**config.mk**
```make
export PLATFORM = sky130hd
export DESIGN_NAME = sound_cmd_mailbox_flat
export DESIGN_NICKNAME = d
export VERILOG_FILES = /design/src/rtl/sound_cmd_mailbox_if.sv /design/src/rtl/sound_cmd_mailbox.sv /design/src/flat_wrapper.sv
export SDC_FILE = /design/constraint.sdc
export NUM_CORES = 1
export LEC_CHECK = 0
export BUFFER_PORTS_ARGS = -buffer_cell sky130_fd_sc_hd__buf_4
export CELL_PAD_IN_SITES_DETAIL_PLACEMENT = 1
export CELL_PAD_IN_SITES_GLOBAL_PLACEMENT = 1
export CORE_MARGIN = 1
export CORE_UTILIZATION = 37
export DETAILED_ROUTE_END_ITERATION = 10
export HOLD_SLACK_MARGIN = 0.1
export PLACE_DENSITY_LB_ADDON = 0.1
export RECOVER_POWER = 25
export SLEW_MARGIN = 10
export SYNTH_ARGS = -nofsm -noshare
export SYNTH_HDL_FRONTEND = slang
export SYNTH_SLANG_ARGS = --single-unit
```
**constraint.sdc**
```tcl
create_clock -name clk -period 3.16 [get_ports clk]
set_input_delay 0.316 -clock clk [delete_from_list [all_inputs] [get_ports clk]]
set_output_delay 0.316 -clock clk [all_outputs]
set_load 0.02 [all_outputs]
```
**src/rtl/sound_cmd_mailbox_if.sv**
```systemverilog
// Signal bundle between the 68010 side, the 6502 side and the sound command mailbox.
// The master modport is the environment (both CPUs). The slave modport is the mailbox.
interface sound_cmd_mailbox_if;
  logic       main_wr_b;
  logic       main_rd_b;
  logic [7:0] main_din;
  logic [7:0] main_dout;
  logic       main_irq_b;
  logic       snd_wr_b;
  logic       snd_rd_b;
  logic       snd_stat_rd_b;
  logic [7:0] snd_din;
  logic [7:0] snd_dout;
  logic       snd_dout_en;
  logic       snd_nmi_b;
  logic       cmd_full;
  logic       resp_full;

  modport master (
    output main_wr_b, main_rd_b, main_din, snd_wr_b, snd_rd_b, snd_stat_rd_b, snd_din,
    input  main_dout, main_irq_b, snd_dout, snd_dout_en, snd_nmi_b, cmd_full, resp_full
  );

  modport slave (
    input  main_wr_b, main_rd_b, main_din, snd_wr_b, snd_rd_b, snd_stat_rd_b, snd_din,
    output main_dout, main_irq_b, snd_dout, snd_dout_en, snd_nmi_b, cmd_full, resp_full
  );
endinterface

```
**src/rtl/sound_cmd_mailbox.sv**
```systemverilog
// Bidirectional byte mailbox between the 68010 main CPU and the I/O-sound 6502.
// Defining SND_CMD_FIFO_EN replaces the single command latch with a FIFO_DEPTH-entry FIFO.
module sound_cmd_mailbox #(
  parameter int unsigned NMI_PULSE  = 4,
  parameter int unsigned FIFO_DEPTH = 4
) (
  input  logic               clk,
  input  logic               reset,
  sound_cmd_mailbox_if.slave bus
);

  if (NMI_PULSE < 1 || NMI_PULSE > 15) begin : g_bad_nmi_pulse
    $error("NMI_PULSE must be in 1..15");
  end
  if (FIFO_DEPTH < 2 || FIFO_DEPTH > 16 || (FIFO_DEPTH & (FIFO_DEPTH - 1)) != 0) begin : g_bad_depth
    $error("FIFO_DEPTH must be a power of 2 in 2..16");
  end

  // Strobe order: main_wr, main_rd, snd_wr, snd_rd, snd_stat_rd
  logic [4:0] strb_now, strb_q, strb_fall;
  logic       armed_q;
  logic       cmd_wr, resp_rd, resp_wr, cmd_rd, stat_rd;

  assign strb_now = {bus.main_wr_b, bus.main_rd_b, bus.snd_wr_b, bus.snd_rd_b, bus.snd_stat_rd_b};
  // A strobe held low across reset release would otherwise look like a fresh access.
  assign strb_fall = armed_q ? (strb_q & ~strb_now) : 5'b00000;
  assign {cmd_wr, resp_rd, resp_wr, cmd_rd, stat_rd} = strb_fall;

  always_ff @(posedge clk) begin
    // NOTE: state uses non-blocking assignments so every register samples pre-edge values.
    if (reset) begin
      strb_q  <= '1;
      armed_q <= 1'b0;
    end else begin
      strb_q  <= strb_now;
      armed_q <= 1'b1;
    end
  end

  logic [7:0] resp_latch_q;
  logic       resp_full_q;

  always_ff @(posedge clk) begin
    if (reset) begin
      resp_latch_q <= 8'h00;
      resp_full_q  <= 1'b0;
    end else if (resp_wr) begin
      resp_latch_q <= bus.snd_din;
      resp_full_q  <= 1'b1;
    end else if (resp_rd) begin
      resp_full_q  <= 1'b0;
    end
  end

  logic [7:0] cmd_head;
  logic       cmd_avail;
  logic       cmd_fifo_full;
  logic       cmd_push;
  logic       cmd_ovr;

`ifdef SND_CMD_FIFO_EN
  localparam int unsigned AW = $clog2(FIFO_DEPTH);

  logic [7:0]  fifo_mem [FIFO_DEPTH];
  logic [AW:0] wr_ptr_q, wr_ptr_d, rd_ptr_q, rd_ptr_d;
  logic        cmd_pop;

  assign cmd_avail     = (wr_ptr_q != rd_ptr_q);
  assign cmd_fifo_full = (wr_ptr_q[AW] != rd_ptr_q[AW]) &&
                         (wr_ptr_q[AW-1:0] == rd_ptr_q[AW-1:0]);
  assign cmd_pop       = cmd_rd && cmd_avail;
  // A pop in the same cycle frees the slot a push into a full FIFO needs.
  assign cmd_push      = cmd_wr && (!cmd_fifo_full || cmd_pop);
  assign cmd_ovr       = cmd_wr && !cmd_push;
  assign cmd_head      = cmd_avail ? fifo_mem[rd_ptr_q[AW-1:0]] : 8'h00;
  assign wr_ptr_d      = wr_ptr_q + {{AW{1'b0}}, cmd_push};
  assign rd_ptr_d      = rd_ptr_q + {{AW{1'b0}}, cmd_pop};

  always_ff @(posedge clk) begin
    if (reset) begin
      wr_ptr_q <= '0;
      rd_ptr_q <= '0;
    end else begin
      wr_ptr_q <= wr_ptr_d;
      rd_ptr_q <= rd_ptr_d;
    end
  end

  // NOTE: storage has no reset; the pointers alone decide which entries are valid.
  always_ff @(posedge clk) begin
    if (cmd_push) fifo_mem[wr_ptr_q[AW-1:0]] <= bus.main_din;
  end
`else
  logic [7:0] cmd_latch_q, cmd_latch_d;
  logic       cmd_full_q, cmd_full_d;

  assign cmd_push      = cmd_wr;
  assign cmd_ovr       = cmd_wr && cmd_full_q && !cmd_rd;
  assign cmd_avail     = cmd_full_q;
  assign cmd_fifo_full = 1'b0;
  assign cmd_head      = cmd_latch_q;

  always_comb begin
    // NOTE: defaults first so no path leaves a next-state undriven (no latches).
    cmd_latch_d = cmd_latch_q;
    cmd_full_d  = cmd_full_q;
    if (cmd_wr) begin
      cmd_latch_d = bus.main_din;
      cmd_full_d  = 1'b1;
    end else if (cmd_rd) begin
      cmd_full_d  = 1'b0;
    end
  end

  always_ff @(posedge clk) begin
    if (reset) begin
      cmd_latch_q <= 8'h00;
      cmd_full_q  <= 1'b0;
    end else begin
      cmd_latch_q <= cmd_latch_d;
      cmd_full_q  <= cmd_full_d;
    end
  end
`endif

  logic       ovr_q, ovr_d;
  logic [3:0] nmi_cnt_q, nmi_cnt_d;
  logic       nmi_b_q;

  always_comb begin
    ovr_d = ovr_q;
    if (stat_rd) ovr_d = 1'b0;
    if (cmd_ovr) ovr_d = 1'b1;
    // Every accepted command reloads the counter, stretching an active pulse.
    nmi_cnt_d = nmi_cnt_q;
    if (cmd_push)                nmi_cnt_d = 4'(NMI_PULSE);
    else if (nmi_cnt_q != 4'd0)  nmi_cnt_d = nmi_cnt_q - 4'd1;
  end

  always_ff @(posedge clk) begin
    if (reset) begin
      ovr_q     <= 1'b0;
      nmi_cnt_q <= 4'd0;
      nmi_b_q   <= 1'b1;
    end else begin
      ovr_q     <= ovr_d;
      nmi_cnt_q <= nmi_cnt_d;
      nmi_b_q   <= (nmi_cnt_d == 4'd0);
    end
  end

  logic [7:0] status;
  assign status = {cmd_avail, resp_full_q, ovr_q, cmd_fifo_full, 4'b0000};

  always_comb begin
    bus.snd_dout = 8'h00;
    if (!bus.snd_stat_rd_b)  bus.snd_dout = status;
    else if (!bus.snd_rd_b)  bus.snd_dout = cmd_head;
  end

  assign bus.snd_dout_en = ~bus.snd_rd_b | ~bus.snd_stat_rd_b;
  assign bus.snd_nmi_b   = nmi_b_q;
  assign bus.main_dout   = resp_latch_q;
  assign bus.main_irq_b  = ~resp_full_q;
  assign bus.cmd_full    = cmd_avail;
  assign bus.resp_full   = resp_full_q;

endmodule

```
**src/flat_wrapper.sv**
```systemverilog
// flat-port wrapper written by rule: the top's interface ports become plain ports
module sound_cmd_mailbox_flat 
#(
  parameter int unsigned NMI_PULSE  = 4,
  parameter int unsigned FIFO_DEPTH = 4
)
  (clk, reset, bus_main_wr_b, bus_main_rd_b, bus_main_din, bus_snd_wr_b, bus_snd_rd_b, bus_snd_stat_rd_b, bus_snd_din, bus_main_dout, bus_main_irq_b, bus_snd_dout, bus_snd_dout_en, bus_snd_nmi_b, bus_cmd_full, bus_resp_full);
  sound_cmd_mailbox_if bus_i ();
  input  logic clk;
  input  logic reset;
  input wire logic [$bits(bus_i.main_wr_b)-1:0] bus_main_wr_b;
  input wire logic [$bits(bus_i.main_rd_b)-1:0] bus_main_rd_b;
  input wire logic [$bits(bus_i.main_din)-1:0] bus_main_din;
  input wire logic [$bits(bus_i.snd_wr_b)-1:0] bus_snd_wr_b;
  input wire logic [$bits(bus_i.snd_rd_b)-1:0] bus_snd_rd_b;
  input wire logic [$bits(bus_i.snd_stat_rd_b)-1:0] bus_snd_stat_rd_b;
  input wire logic [$bits(bus_i.snd_din)-1:0] bus_snd_din;
  output wire logic [$bits(bus_i.main_dout)-1:0] bus_main_dout;
  output wire logic [$bits(bus_i.main_irq_b)-1:0] bus_main_irq_b;
  output wire logic [$bits(bus_i.snd_dout)-1:0] bus_snd_dout;
  output wire logic [$bits(bus_i.snd_dout_en)-1:0] bus_snd_dout_en;
  output wire logic [$bits(bus_i.snd_nmi_b)-1:0] bus_snd_nmi_b;
  output wire logic [$bits(bus_i.cmd_full)-1:0] bus_cmd_full;
  output wire logic [$bits(bus_i.resp_full)-1:0] bus_resp_full;
  assign bus_i.main_wr_b = bus_main_wr_b;
  assign bus_i.main_rd_b = bus_main_rd_b;
  assign bus_i.main_din = bus_main_din;
  assign bus_i.snd_wr_b = bus_snd_wr_b;
  assign bus_i.snd_rd_b = bus_snd_rd_b;
  assign bus_i.snd_stat_rd_b = bus_snd_stat_rd_b;
  assign bus_i.snd_din = bus_snd_din;
  assign bus_main_dout = bus_i.main_dout;
  assign bus_main_irq_b = bus_i.main_irq_b;
  assign bus_snd_dout = bus_i.snd_dout;
  assign bus_snd_dout_en = bus_i.snd_dout_en;
  assign bus_snd_nmi_b = bus_i.snd_nmi_b;
  assign bus_cmd_full = bus_i.cmd_full;
  assign bus_resp_full = bus_i.resp_full;
  sound_cmd_mailbox #(.NMI_PULSE(NMI_PULSE), .FIFO_DEPTH(FIFO_DEPTH)) u_core (.clk(clk), .reset(reset), .bus(bus_i));
endmodule
```
==> flow_metrics.tcl <==
set metrics [dict create \
    vias_per_cell 4.76 \
    fin_setup_tns_ns 0 \
    start_kind "flip-flop" \
    dr_total_vias 1057 \
    syn_area_um2 1200 \
    antenna_found_initial 0 \
    synth_area_per_cell_um2 8.90 \
    synth_edf_count 0 \
    routed_wirelength_um 2820 \
    yosysWarningCount 0 \
    firstDrtPassIters 2 \
    rsz0062_at_grt "no" \
    diodes 0 \
    cp_data_required_time_ns 3.38 \
    fp.dieH_um 59.0 \
    slew_viol_final 0 \
    whs_ns 0.173 \
    place_congestion 0.711 \
    p_leak_nw 0.713 \
    relSlewSlack 0.177 \
    postCtsSetupBuffers 0 \
    fmax_ghz 0.616 \
    synth_cell_type_count 22 \
    drt_iter0_markers 30 \
    route.detailed.drc 0 \
    dieArea_um2 3480 \
    ctsResizeCount 0 \
    cpPeakStageDelay_ns 0.47 \
    drive_gt1_frac 0.287 \
    cpMaxStageDelayCell "or3b_1" \
    period_share 0.514 \
    worstPathMaxFanout 6 \
    grt_pass1_wl_um 4800 \
    io_pins 44 \
    fin_skew_ns 0.00636 \
    hold_viol 0 \
    clk_pin_slew_ns 0.10 \
    cts_sinks 30 \
    start_util 0.390 \
    grt_pass1_vias 1110 \
    tightest_slew_ns 1.23 \
    status "complete, no violations" \
    cts_tree "done" \
    peakVddDrop_v 0.000293 \
    layoutNonFillerInstCount 222 \
    power_density_nw_per_um2 614 \
    finalNetCount 201 \
    ys_ff_latch 30 \
    track_usage 0.186 \
    dpl.hpwl_um 2060 \
    synth-seq-area-share 0.500 \
    endpoint_kind "flip-flop" \
    ys_async_sr_fraction 0 \
    mostFrequentLayoutCells "buf_4 (36), dfxtp_1 (30), nand2_1 (19), nor2_1 (12), a21oi_1 (12)" \
    syn_nets 159 \
    grt_overflow 0 \
    pre_cts_ws_ns 1.55 \
    die_w_um 59.0 \
    hp-class "input port to flip-flop" \
    arrival_ns 1.85 \
    final_util 0.514 \
    ant_nets 0 \
    final_common_cell "buf_4" \
    dp_cells 214 \
    period_minus_slack_ns 1.62 \
    design_area_um2 1580 \
    hold_buffers 0 \
    setup_violations 0 \
    cts_buffers 5 \
    area_delta_synth_final_pct 31.8 \
    synthCells 135 \
    rows 20 \
    clockBufferDepth 2 \
    drv_cap 0 \
    core_um2 3080 \
    criticalPathCategory "flip-flop to flip-flop" \
    insertion_delay_ns 0.33 \
    path_cells "inv_1 -> ha_1 -> or3b_1 -> a2111oi_2" \
    placed_area_um2 1550 \
    grt_start_max_net_pins 31 \
    power_mw 0.972 \
    h-tree-depth 2 \
    wire_per_inst_um 12.7 \
    setup_slack_ns 1.54 \
    synth_ff_type "dfxtp_1" \
    clockRootBuffer "clkbuf_4" \
    portBuffers 43 \
]
registers in the layout (all words and copies together) (netlist names):
name,flops
u_core.bus.main_dout,8
u_core.cmd_head,8
u_core.strb_q,5
u_core.nmi_cnt_q,4
u_core.armed_q,1
u_core.bus.cmd_full,1
u_core.bus.resp_full,1
u_core.bus.snd_nmi_b,1
u_core.ovr_q,1
logic make-up (layout without fill, tap and decap cells):
group           count (synthesis)  after routing  synth area share
compound gates                 18             18            0.0896
xor+xnor                        2              2            0.0146
fa+ha+maj                       1              1            0.0104
buf+inv                        15             58            0.0500
flops                          30             30             0.500
mux                            10             10            0.0833
simple gates                   59             59             0.252
critical path, delay by kind of cell, from the launching register on:
kind            cells  cell delay (ns)
fa+ha+maj           1             0.23
simple gates        1             0.47
flops               1             0.38
compound gates      1             0.36
buf+inv             1             0.08
cell type report:
| type | count | area (µm²) |
|---|---|---|
| Clock buffer | 6 | 51.3 |
| Clock inverter | 2 | 12.5 |
| Fill cell | 376 | 1500 |
| Inverter | 7 | 26.3 |
| Multi-Input combinational cell | 90 | 541 |
| Sequential cell | 30 | 601 |
| Tap cell | 44 | 55.1 |
| Timing Repair Buffer | 43 | 297 |
where the power goes:
part	internal, mW	switching [mW]	leakage [nW]
registers	0.418	0.0341	0.247
clock network	0.107	0.138	0.0343
logic	0.130	0.144	0.432
total	0.655	0.316	0.713
per-layer routing:
layer | vias up | track usage | wire, µm
met1 | 502 | 0.195 | 1170
met2 | 22 | 0.339 | 1490
met3 | 8 | 0.0480 | 117
li1 | 525 | - | -
met4 | 0 | 0.102 | 48
met5 | - | 0 | 0
worst paths after layout:
path              slack, ns  cells past startpoint           startpoint             endpoint
setup / recovery       1.54                      4  u_core.nmi_cnt_q[0]  u_core.nmi_cnt_q[1]
hold / removal         0.17                      2        bus_main_rd_b     u_core.strb_q[3]
setup reg to reg       1.54                      4  u_core.nmi_cnt_q[0]  u_core.nmi_cnt_q[1]
hold reg to reg        0.46                      2   u_core.cmd_head[1]   u_core.cmd_head[1]
cells in the mapped netlist, types with 4 or more instances:
cell | count | share of area
a21oi_1 | 12 | 0.050
mux2i_1 | 10 | 0.083
clkbuf_1 | 5 | 0.016
nand2_1 | 19 | 0.059
nand3b_1 | 9 | 0.056
dfxtp_1 | 30 | 0.50
nor2_1 | 12 | 0.037
or2_2 | 6 | 0.031
inv_1 | 7 | 0.022
and2_1 | 5 | 0.026
nor3_1 | 4 | 0.017
No activity file was read; power rests on OpenSTA's default activity.
